[src/rtl/qa_driver_csr_wr.sv]
// Write-side CSR handler: host MMIO writes -> DSM/ENABLE CSRs and a LEAP SREG write queue.
// Optional scratch register at DWORD 16/17 when QA_DRIVER_CSR_WR_SCRATCH_EN is defined.
module qa_driver_csr_wr #(
    parameter int unsigned SREG_FIFO_DEPTH = 2,
    parameter int unsigned SREG_ADDR_BITS  = 16
) (
    input  logic                      clk,
    input  logic                      reset_n,
    input  logic                      mmio_wr_valid,
    input  logic [15:0]               mmio_wr_addr,
    input  logic                      mmio_wr_len8,
    input  logic [63:0]               mmio_wr_data,
    output logic [63:0]               csr_dsm_base,
    output logic                      csr_dsm_update,
    output logic                      csr_enable,
    output logic                      sreg_wr_valid,
    input  logic                      sreg_wr_ready,
    output logic [SREG_ADDR_BITS-1:0] sreg_wr_addr,
    output logic [63:0]               sreg_wr_data,
    output logic                      sreg_wr_overflow
`ifdef QA_DRIVER_CSR_WR_SCRATCH_EN
    ,
    output logic [63:0]               csr_scratch,
    output logic                      csr_scratch_update
`endif
);

    localparam int unsigned PTR_W   = $clog2(SREG_FIFO_DEPTH);
    localparam int unsigned CNT_W   = PTR_W + 1;
    localparam int unsigned ENTRY_W = SREG_ADDR_BITS + 64;
    localparam logic [CNT_W-1:0] FULL_CNT = CNT_W'(SREG_FIFO_DEPTH);

    localparam logic [15:0] ADDR_DSM_L   = 16'd8;
    localparam logic [15:0] ADDR_DSM_H   = 16'd9;
    localparam logic [15:0] ADDR_ENABLE  = 16'd10;
    localparam logic [15:0] ADDR_WADDR   = 16'd12;
    localparam logic [15:0] ADDR_SDATA_L = 16'd14;
    localparam logic [15:0] ADDR_SDATA_H = 16'd15;

    typedef enum logic {StIdle, StLoHeld} asm_state_e;

    logic wr4, wr8, wr_any;

    // 8B writes to odd addresses are dropped entirely.
    always_comb begin
        wr4    = mmio_wr_valid & ~mmio_wr_len8;
        wr8    = mmio_wr_valid & mmio_wr_len8 & ~mmio_wr_addr[0];
        wr_any = wr4 | wr8;
    end

    asm_state_e  dsm_state_q;
    logic [31:0] dsm_lo_q;

    always_ff @(posedge clk or negedge reset_n) begin
        if (!reset_n) begin
            dsm_state_q    <= StIdle;
            dsm_lo_q       <= '0;
            csr_dsm_base   <= '0;
            csr_dsm_update <= 1'b0;
        end else begin
            csr_dsm_update <= 1'b0;
            if (wr8 && mmio_wr_addr == ADDR_DSM_L) begin
                csr_dsm_base   <= mmio_wr_data;
                csr_dsm_update <= 1'b1;
                dsm_state_q    <= StIdle;
            end else if (wr4 && mmio_wr_addr == ADDR_DSM_L) begin
                dsm_lo_q    <= mmio_wr_data[31:0];
                dsm_state_q <= StLoHeld;
            end else if (wr4 && mmio_wr_addr == ADDR_DSM_H && dsm_state_q == StLoHeld) begin
                csr_dsm_base   <= {mmio_wr_data[31:0], dsm_lo_q};
                csr_dsm_update <= 1'b1;
                dsm_state_q    <= StIdle;
            end
        end
    end

`ifdef QA_DRIVER_CSR_WR_SCRATCH_EN
    asm_state_e  scr_state_q;
    logic [31:0] scr_lo_q;

    always_ff @(posedge clk or negedge reset_n) begin
        if (!reset_n) begin
            scr_state_q        <= StIdle;
            scr_lo_q           <= '0;
            csr_scratch        <= '0;
            csr_scratch_update <= 1'b0;
        end else begin
            csr_scratch_update <= 1'b0;
            if (wr8 && mmio_wr_addr == 16'd16) begin
                csr_scratch        <= mmio_wr_data;
                csr_scratch_update <= 1'b1;
                scr_state_q        <= StIdle;
            end else if (wr4 && mmio_wr_addr == 16'd16) begin
                scr_lo_q    <= mmio_wr_data[31:0];
                scr_state_q <= StLoHeld;
            end else if (wr4 && mmio_wr_addr == 16'd17 && scr_state_q == StLoHeld) begin
                csr_scratch        <= {mmio_wr_data[31:0], scr_lo_q};
                csr_scratch_update <= 1'b1;
                scr_state_q        <= StIdle;
            end
        end
    end
`endif

    logic [SREG_ADDR_BITS-1:0] sreg_waddr_q;

    always_ff @(posedge clk or negedge reset_n) begin
        if (!reset_n) begin
            csr_enable   <= 1'b0;
            sreg_waddr_q <= '0;
        end else begin
            if (wr_any && mmio_wr_addr == ADDR_ENABLE) csr_enable <= mmio_wr_data[0];
            if (wr_any && mmio_wr_addr == ADDR_WADDR) begin
                sreg_waddr_q <= mmio_wr_data[SREG_ADDR_BITS-1:0];
            end
        end
    end

    asm_state_e  sreg_state_q;
    logic [31:0] sreg_lo_q;
    logic        sreg_commit;
    logic [63:0] sreg_commit_data;

    always_comb begin
        sreg_commit = (wr8 && mmio_wr_addr == ADDR_SDATA_L) ||
                      (wr4 && mmio_wr_addr == ADDR_SDATA_H && sreg_state_q == StLoHeld);
        sreg_commit_data = mmio_wr_len8 ? mmio_wr_data : {mmio_wr_data[31:0], sreg_lo_q};
    end

    always_ff @(posedge clk or negedge reset_n) begin
        if (!reset_n) begin
            sreg_state_q <= StIdle;
            sreg_lo_q    <= '0;
        end else if (sreg_commit) begin
            sreg_state_q <= StIdle;
        end else if (wr4 && mmio_wr_addr == ADDR_SDATA_L) begin
            sreg_lo_q    <= mmio_wr_data[31:0];
            sreg_state_q <= StLoHeld;
        end
    end

    logic [ENTRY_W-1:0] mem_q [SREG_FIFO_DEPTH];
    logic [PTR_W-1:0]   wr_ptr_q, rd_ptr_q;
    logic [CNT_W-1:0]   count_q;
    logic               pop, push_ok;

    // A pop frees the head slot in the same cycle, so a full queue still accepts a push.
    always_comb begin
        pop     = (count_q != '0) && sreg_wr_ready;
        push_ok = sreg_commit && ((count_q != FULL_CNT) || pop);
    end

    always_ff @(posedge clk or negedge reset_n) begin
        if (!reset_n) begin
            for (int i = 0; i < int'(SREG_FIFO_DEPTH); i++) mem_q[i] <= '0;
            wr_ptr_q         <= '0;
            rd_ptr_q         <= '0;
            count_q          <= '0;
            sreg_wr_overflow <= 1'b0;
        end else begin
            if (push_ok) begin
                mem_q[wr_ptr_q] <= {sreg_waddr_q, sreg_commit_data};
                wr_ptr_q        <= wr_ptr_q + PTR_W'(1);
            end
            if (pop) rd_ptr_q <= rd_ptr_q + PTR_W'(1);
            case ({push_ok, pop})
                2'b10:   count_q <= count_q + CNT_W'(1);
                2'b01:   count_q <= count_q - CNT_W'(1);
                default: count_q <= count_q;
            endcase
            if (sreg_commit && !push_ok) sreg_wr_overflow <= 1'b1;
        end
    end

    always_comb begin
        sreg_wr_valid                = (count_q != '0);
        {sreg_wr_addr, sreg_wr_data} = mem_q[rd_ptr_q];
    end

endmodule

[config.mk]
export PLATFORM = sky130hd
export DESIGN_NAME = qa_driver_csr_wr
export DESIGN_NICKNAME = d
export VERILOG_FILES = /design/src/rtl/qa_driver_csr_wr.sv
export SDC_FILE = /design/constraint.sdc
export NUM_CORES = 1
export LEC_CHECK = 0
export ABC_AREA = 1
export CAP_MARGIN = 20
export CORE_UTILIZATION = 40
export DETAILED_ROUTE_END_ITERATION = 10
export PLACE_DENSITY = 0.62
export SETUP_SLACK_MARGIN = 0.4
export SYNTH_ARGS = -nofsm -noshare
export SYNTH_HDL_FRONTEND = slang
export SYNTH_SLANG_ARGS = --single-unit
[constraint.sdc]
create_clock -name clk -period 2.1 [get_ports clk]
set_input_delay 0.21 -clock clk [delete_from_list [all_inputs] [get_ports clk]]
set_output_delay 0.21 -clock clk [all_outputs]
set_load 0.05 [all_outputs]
Yosys cells after proc, flatten, opt, wreduce, memory -nomap -nowiden
Index checks and enable logic that the tools add are counted.

Register bits after elaboration: 313. Input port bits: 85. Output and inout port bits: 148. Logic and storage cells: 85.

$add $sub $neg: 4. $lt $le $gt $ge: 3. Equal/unequal tests: 10. Mux-type cells: 19. Bitwise gates (word level): 10. Reductions and logical operators: 25.

Operator list (count): 2-to-1 mux 80 bit (4); 2-to-1 mux 64 bit (4); bitwise mux 160 bit (1); == test 16 x 4 -> 1 bit (second input constant) (6); demux 80 bit (select 1 bit) (1); logical AND 1 bit (14); 2-to-1 mux 1 bit (8); nonzero test 2 bit (4); AND reduction 2 bit (3); >= comparator 2 bit (second input constant) (2); != test 2 bit (second input constant) (2); inverter 1 bit (4); inverter 1 -> 2 bit (2); case mux 2 bit (2 select lines) (1); AND 1 bit (3); nonzero test 3 bit (1); adder 1 bit (second input constant) (2); adder 2 x 1 -> 2 bit (second input constant) (1); == test 2 x 1 -> 1 bit (second input constant) (1); == test 2 bit (second input constant) (1); logical OR 1 bit (2); less-than comparator 2 x 1 -> 1 bit (second input constant) (1); subtractor 2 x 1 -> 2 bit (second input constant) (1); logical NOT 1 bit (1); OR 1 bit (1).

Longest topological paths before layout
Gate-level depths: netlist of run 1.

Word-level depth: 8. Gate-level depth with buffers: 13. Mapped depth without buffers: 11.

Worst setup path before layout of run 1
OpenSTA, ideal clock, no wires.

Path kind: register to register. From: register count_q[0]. To: register count_q[1]. Library setup time: 131 ps. Data arrival time: 2113 ps. Data required time: 1969 ps. Setup slack: -144 ps. Stages on the path, launching flop included: 12. Buffers on the path: 2. Clock period less this slack: 2244 ps. Cells stage by stage: dfrtp_1 > inv_2 > nand2_1 > nand2_1 > nand3_1 > buf_2 > buf_2 > nand2_1 > ha_1 > a21oi_1 > o21ai_0 > xor2_1.

Longest elaborated chain between the ends: 6. Elaborated cells on any way between the ends: 11. Those cells by class: add/sub: 2; eq/ne: 3; mux: 1; reduce/logical: 5.

RTL lines: from (decl) (RTL line 144) `logic [CNT_W-1:0] count_q;`; from (signal assigned) (RTL line 167) `2'b10: count_q <= count_q + CNT_W'(1);`; from (signal assigned) (RTL line 168) `2'b01: count_q <= count_q - CNT_W'(1);`; from (signal assigned) (RTL line 169) `default: count_q <= count_q;`; nonzero test 2 bit (*); named net sreg_wr_valid (RTL line 16) `output logic sreg_wr_valid,`; logical AND 1 bit (*) (RTL line 149) `pop = (count_q != '0) && sreg_wr_ready;`; logical OR 1 bit (RTL line 150) `push_ok = sreg_commit && ((count_q != FULL_CNT) || pop);`; logical AND 1 bit (RTL line 150); == test 2 x 1 -> 1 bit / == test 2 bit (equally long branches) (RTL line 166) `case ({push_ok, pop})`; case mux 2 bit (2 select lines) / nonzero test 2 bit (equally long branches).

Mark *: on every way through the listed nets, which the timed path passes. The rest lies on a longest branch. A chain may end at the register's enable or synchronous reset.

Worst setup path in the final report of run 1
From: register rd_ptr_q. To: output port sreg_wr_data[1].

Longest elaborated chain between the ends: 4.

RTL lines: from (decl) (RTL line 143) `logic [PTR_W-1:0] wr_ptr_q, rd_ptr_q;`; from (signal assigned) (RTL line 165) `if (pop) rd_ptr_q <= rd_ptr_q + PTR_W'(1);`; inverter 1 -> 2 bit (not written as such) (RTL line 177) `{sreg_wr_addr, sreg_wr_data} = mem_q[rd_ptr_q];`; 2-to-1 mux 80 bit (not written as such) (3 in a row) (RTL line 177); to (decl) (RTL line 19) `output logic [63:0] sreg_wr_data,`.

Every way passes these cells. The select of a mux whose other input is x is not followed.

==> results.ini, run 1 <==
[global_route]
gr-total-overflow = 0
grt_pass1_vias = 13600
antenna_found_initial = 0
grt_pass1_wl_microns = 77100
grt_max_degree = 67
gr-usage-all-layers = 0.253

[flow_run]
maxCapViolCount = 0

[yosys]
ys_ff_latch = 313
synth-simple-area-share = 0.368
synth_area_leaders = dfrtp_1 52%, nand2_1 24%, nand4_1 9.5%
synth_top_area_frac = 0.520
muxShareOfSynthArea = 0
synth_fp_nets = 2062
synth_top_family_by_area = simple AND/OR/NAND/NOR gates
synth_fa_ha_area_frac = 0.000831
avgSynthCellArea_sq_um = 7.62
synth_xor_area_frac = 0.00174
netlist_instances = 1976
synth_compound_area_frac = 0.0503
netlist_area_sq_mm = 0.0151
synth_top_area_cell = dfrtp_1
synth_cell_types = 22
synth.yosys.seq_area_share = 0.520
synth_warnings = 0

[worst_hold_path]
hold_path_class = input pin to async pin

[floorplan]
die_h_microns = 196
dieWidth_microns = 196
row_count = 70
design.core.area_sq_mm = 0.0368
initial_core_util = 0.409
die-area_sq_mm = 0.0384
ios = 233

[timing]
setup_violations = 0
whs_ns = 0.243
worst_slew_pin_slew_ns = 0.619
slew_headroom = 0.587
rsz0062_at_grt = true
drv_slew = 0
max_freq_ghz = 0.510
period_share = 0.933
finalHoldViolCount = 0
final.setup_skew_ns = 0.0163
min_period_ns = 1.96
fin_ws_ns = 0.141

[power]
power_density_mw_per_mm2 = 701
irDropWorstVdd_mv = 0.534
p_leak_nw = 11.3

[placed_design]
io_buffers = 232
placed_area_sq_mm = 0.0190
dp.cells = 2582
dp_hpwl_microns = 31900
gp_congestion = 0.835
dpl_worst_slack_ns = -0.0711

[clocking]
insertion_delay_ns = 0.52
cts-root-buf = clkbuf_16
cts_made_buffers = 34
clkSlewWorstSetupHoldPaths_ns = 0.06
tritoncts = built
cts_buffer_depth = 3
h-tree-depth = 2
cts_sinks = 313

[worst_setup_path]
crit_top_cell = buf_12
end_kind = output pin
slowest_stage = dfrtp_2
arrival_ns = 1.75
reg2reg_slack_ns = 0.37
max_stage_delay_ns = 0.41
required_ns = 1.89
startpoint_type = flip-flop
cp_max_fo = 6
path_cells = clkinv_4 -> buf_12 -> buf_12 -> buf_16 -> nand2_2 -> nand2_4 -> buf_12
criticalPathCategory = flip-flop to output pin

[drt]
drt-wirelength-per-cell_microns = 18.9
routed-via-count = 14700
routed_wl_microns = 50800
via_per_inst = 5.49
drt_first_pass_iters = 8
ant_nets = 0
drc_errors = 0
first_iter_violations = 1353

[final_layout]
final_cell_area_sq_mm = 0.0219
antenna_cells = 0
area.growth.synth_to_final_pct = 45.5
fin_util = 0.596
final_cells = 2685
layout.nets = 2279
drive_gt1_frac = 0.233

[status]
outcome = completed

-- final timing paths --
check | start | end | cells past startpoint
worst max-delay path | rd_ptr_q | sreg_wr_data[1] | 7
worst min-delay path | reset_n | sreg_lo_q[5] | 2
worst max register to register | sreg_state_q | count_q[1] | 10
worst min register to register | mem_q[138] | mem_q[138] | 2
max in group asynchronous | reset_n | mem_q[35] | 3
min in group clk | mmio_wr_data[0] | csr_dsm_base[32] | 5
-- layout make-up --
| class | instances | area [sq um] |
|---|---|---|
| clock inverters | 13 | 140 |
| multi-input cells | 1450 | 7510 |
| flip-flops and latches | 313 | 7840 |
| inverters | 48 | 185 |
| fillers | 3243 | 14900 |
| well taps | 468 | 586 |
| repair buffers | 346 | 4710 |
| clock buffers | 47 | 940 |
-- cells in the final DEF (no fill, tap or decap), types with 2 or more instances in the layout --
master and count:
nor2_4 2, nand2_1 730, dfrtp_2 3, clkbuf_1 9, clkdlybuf4s15_1 3, nor3_1 5, o21ai_0 145, nor2_1 9
buf_12 113, buf_4 47, dlygate4sd2_1 64, nand2_4 88, buf_16 7, inv_2 7, a21oi_1 3, nand3_4 3
inv_6 3, buf_8 7, clkinv_2 6, bufinv_16 2, nand3_2 5, nand2_2 155, clkdlybuf4s50_1 82, dfrtp_1 310
nand4_1 228, clkbuf_8 4, clkbuf_16 44, xor2_1 2, inv_1 40, buf_6 11, nand3_1 67
-- registers in the layout, summed over array words and instances, names as in the netlist --
signal            cells
mem_q               160
csr_dsm_base         64
dsm_lo_q             32
sreg_lo_q            32
sreg_waddr_q         16
count_q               2
csr_dsm_update        1
csr_enable            1
dsm_state_q           1
rd_ptr_q              1
sreg_state_q          1
sreg_wr_overflow      1
wr_ptr_q              1
-- through the flow --
step           total power, W  setup TNS, ns
6_report               0.0153              0
5_1_grt                0.0158              0
4_1_cts                0.0150              0
3_5_place_dp          0.00826          -6.47
3_3_place_gp          0.00824              0
2_1_floorplan         0.00733              0
-- cell usage after synthesis, drive strengths merged --
cell type,n
nor3,6
buf,77
clkbuf,88
nand4,228
nor4,1
inv,48
xnor2,1
o21ai,146
a21oi,4
o21bai,1
ha,1
nand3,75
nor2,11
nand2,974
dfrtp,313
xor2,2
-- critical path: cells and delay by family (launching register included) --
family | cells | cell delay, ns
buffers and inverters | 5 | 0.67
DFF | 1 | 0.41
and+or+nand+nor | 2 | 0.15
-- logic make-up after synthesis --
family / count (synthesis)
buffers and inverters: 213
flip-flops: 313
AND/OR/NAND/NOR: 1295
AO/OA/AOI/OAI: 151
XOR/XNOR: 3
adder cells (fa/ha/maj): 1
-- repair_timing --
item	CTS	global route
endpoints found under the setup margin	147	224
hold endpoints to repair	60	0
resized for setup	177	271
pin swaps	10	34
gates cloned	6	15
hold buffers	1	0
setup buffers	9	12
-- where the power goes --
group | internal (W) | total (W) | switching (W)
logic | 0.00135 | 0.00335 | 0.00200
clock network | 0.00341 | 0.00588 | 0.00248
registers | 0.00607 | 0.00611 | 0.0000475
-- layer usage --
layer,global-route usage,vias to the layer above,routed length (microns)
met3,0.0416,60,3750
met1,0.379,7172,22700
met4,0.0602,0,1080
met2,0.383,576,23300
li1,-,6925,-
met5,0,-,0
Note: power is estimated with default switching activity, not from simulation.
==> run 2, diff against run 1 <==
- REMOVE_ABC_BUFFERS: not set -> 1
==> run 2 against run 1 <==
Against the previous run:
- fmax rose by 0.69%
- final cell count fell by 0.34%
- combinational power rose by 28%
- count of clock-buffer cells in the layout rose by 10
- critical path depth fell by 1
- sequential power barely moved
- hold slack got worse by 0.045 ns
- clock power rose by 15%
- routed wire length rose by 2.7%
- global-route usage rose by 1.1 points
- total power rose by 12%
- register-to-register slack improved by 0.13 ns
- largest power group is now clock
==> results.ini, run 2 (synthesis gave the netlist of run 1 again) <==
[worst_setup_path]
end_kind = output pin
required_ns = 1.89  ; about the same
arrival_ns = 1.74  ; about the same
cp_max_fo = 7  ; +1
ff2ff_path_depth = 4  ; -6
startpoint_type = flip-flop
criticalPathCategory = flip-flop to output pin

[final_layout]
area.growth.synth_to_final_pct = 40.7
largest_reg_flops = 160  ; unchanged
final_cell_area_sq_mm = 0.0212  ; -3.3%
fin_util = 0.576  ; -0.0195
layout.nets = 2266  ; -0.57%
layout_commonest_cell = nand2_1
reg_top3 = mem_q: 160 flops, csr_dsm_base: 64 flops
final_cell_mix = 829 x nand2_1, 311 x dfrtp_1, 228 x nand4_1
drive_gt1_frac = 0.184  ; -0.0492
nFillCells = 3277  ; +1.0%
largest_register = mem_q

[status]
outcome = completed

[placed_design]
gp_congestion = 0.781  ; -6.4%
io_buffers = 232  ; unchanged
placed_area_sq_mm = 0.0180  ; -4.9%
dp_hpwl_microns = 29000  ; -8.9%

[floorplan]
row_count = 70  ; unchanged
die_h_microns = 196  ; unchanged
dieWidth_microns = 196  ; unchanged
ios = 233  ; unchanged
design.core.area_sq_mm = 0.0368  ; unchanged
initial_core_util = 0.409  ; unchanged
die-area_sq_mm = 0.0384  ; unchanged

[timing]
min_period_ns = 1.95  ; -0.0134 ns
finalHoldViolCount = 0  ; unchanged
rsz0062_at_grt = true
slew_headroom = 0.608  ; +0.0208
tns_ns = 0  ; unchanged
max_freq_ghz = 0.514  ; +0.69%
period_share = 0.927  ; -0.00636
whs_ns = 0.198  ; -0.0450 ns
worst_slew_pin_slew_ns = 0.590  ; -0.0289 ns
final.setup_skew_ns = 0.0152  ; -0.00106 ns
drv_slew = 0  ; unchanged
setup_violations = 0  ; unchanged

[power]
swShare = 0.296  ; +0.00136
irDropWorstVdd_mv = 0.571  ; +6.9%
power_density_mw_per_mm2 = 810  ; +16%
power_frac_comb = 0.250  ; +0.032
pwr-share-clk = 0.393  ; +0.010
switching_power_w = 0.00509  ; +12%
power_w = 0.0172  ; +12%
p_leak_nw = 11.4  ; +0.78%
seq_power_share = 0.357  ; -0.041
p_int_w = 0.0121  ; +12%

[drt]
ant_nets = 0  ; unchanged
first_iter_violations = 1258  ; -7.0%
via_per_inst = 5.48  ; about the same
drt-wirelength-per-cell_microns = 19.5  ; +3.1%
routed_wl_microns = 52200  ; +2.7%
routed-via-count = 14700  ; -0.39%
drt_first_pass_iters = 5  ; -3
drc_errors = 0  ; unchanged

[global_route]
grt_pass1_wl_microns = 79300  ; +2.9%
grt_max_degree = 110  ; +64%
gr-total-overflow = 0  ; unchanged
grt_pass1_vias = 13900  ; +2.3%
gr-usage-all-layers = 0.264  ; +0.0107
antenna_found_initial = 2  ; +2

[clocking]
cts-root-buf = clkbuf_16
cts_sinks = 313  ; unchanged
h-tree-depth = 2  ; unchanged
cts_buffer_depth = 3  ; unchanged
cts_made_buffers = 37  ; +8.8%
insertion_delay_ns = 0.52  ; about the same
tritoncts = built
clkSlewWorstSetupHoldPaths_ns = 0.06  ; about the same

[worst_hold_path]
hold_path_class = input pin to async pin

[flow_run]
maxCapViolCount = 0  ; unchanged

==> run 2: changes by cell type in the layout (fill, tap and decap cells not counted), moves of 7 or more <==
cell            previous run  this run
buf_12                   113        31
buf_4                     47        37
buf_6                     11        26
buf_8                      7        64
dlygate4sd2_1             64        57
dlymetal6s2s_1             0         7
nand2_1                  730       829
nand2_2                  155        86
nand2_4                   88        58
==> run 2: power groups by stage <==
stage,Combinational (W),Clock [W],Sequential (W)
after CTS,0.00334,0.00685,0.00612
after detailed placement,0.00207,0,0.00622
final,0.00429,0.00675,0.00612
after global routing,0.00447,0.00710,0.00613
after global placement,0.00206,0,0.00621
after floorplan,0.000631,0,0.00634
==> run 2: what timing repair did <==
| item | in CTS | in global routing |
|---|---|---|
| pin swaps | 17 | 50 |
| hold buffers | 1 | 0 |
| endpoints found under the setup margin | 310 | 213 |
| endpoints found under the hold margin | 40 | 0 |
| cloned | 10 | 10 |
| setup buffers | 9 | 2 |
| gates resized for setup | 249 | 202 |
==> run 2: final timing paths <==
kind / slack, ns / from / endpoint
setup / recovery: 0.15 / rd_ptr_q / sreg_wr_data[27]
hold / removal: 0.20 / reset_n / mem_q[79]
setup reg to reg: 0.50 / wr_ptr_q / mem_q[146]
hold reg to reg: 0.47 / mem_q[93] / mem_q[93]
max in group asynchronous: 1.10 / reset_n / mem_q[124]
min in group clk: 0.29 / mmio_wr_addr[1] / csr_enable
==> run 2: stage by stage <==
stage,setup WS [ns],cells
floorplan,-6.00,1811
global placement,-0.0892,2577
finish,0.154,2676
CTS,0.130,2662
detailed placement,-0.153,2577
global route,0.115,2675
==> run 2: layout make-up <==
| class | count | area, sq um | share of cell area |
|---|---|---|---|
| flip-flops and latches | 313 | 7840 | 0.370 |
| multi-input cells | 1450 | 7140 | 0.337 |
| repair buffers | 330 | 4140 | 0.195 |
| clock buffers | 57 | 1130 | 0.0535 |
| well taps | 468 | 586 | 0.0276 |
| inverters | 48 | 194 | 0.00915 |
| clock inverters | 8 | 146 | 0.00691 |
| diodes | 2 | 5.00 | 0.000236 |
==> run 2: routing by layer <==
metal  share of wire  up-vias  global-route usage  routed length [microns]
met5               0        -                   0                        0
met4           0.023        0              0.0712                     1210
met3           0.069       74              0.0380                     3630
met2            0.47      524               0.427                    24500
met1            0.44     7159               0.371                    22900
li1                -     6919                   -                        -
==> run 2: critical path: stages, from the launching register on <==
cell and delay (ns):
dfrtp_4 0.53, clkinv_8 0.10, buf_12 0.13, buf_16 0.14
nand2_2 0.06, nand2_2 0.10, buf_8 0.15
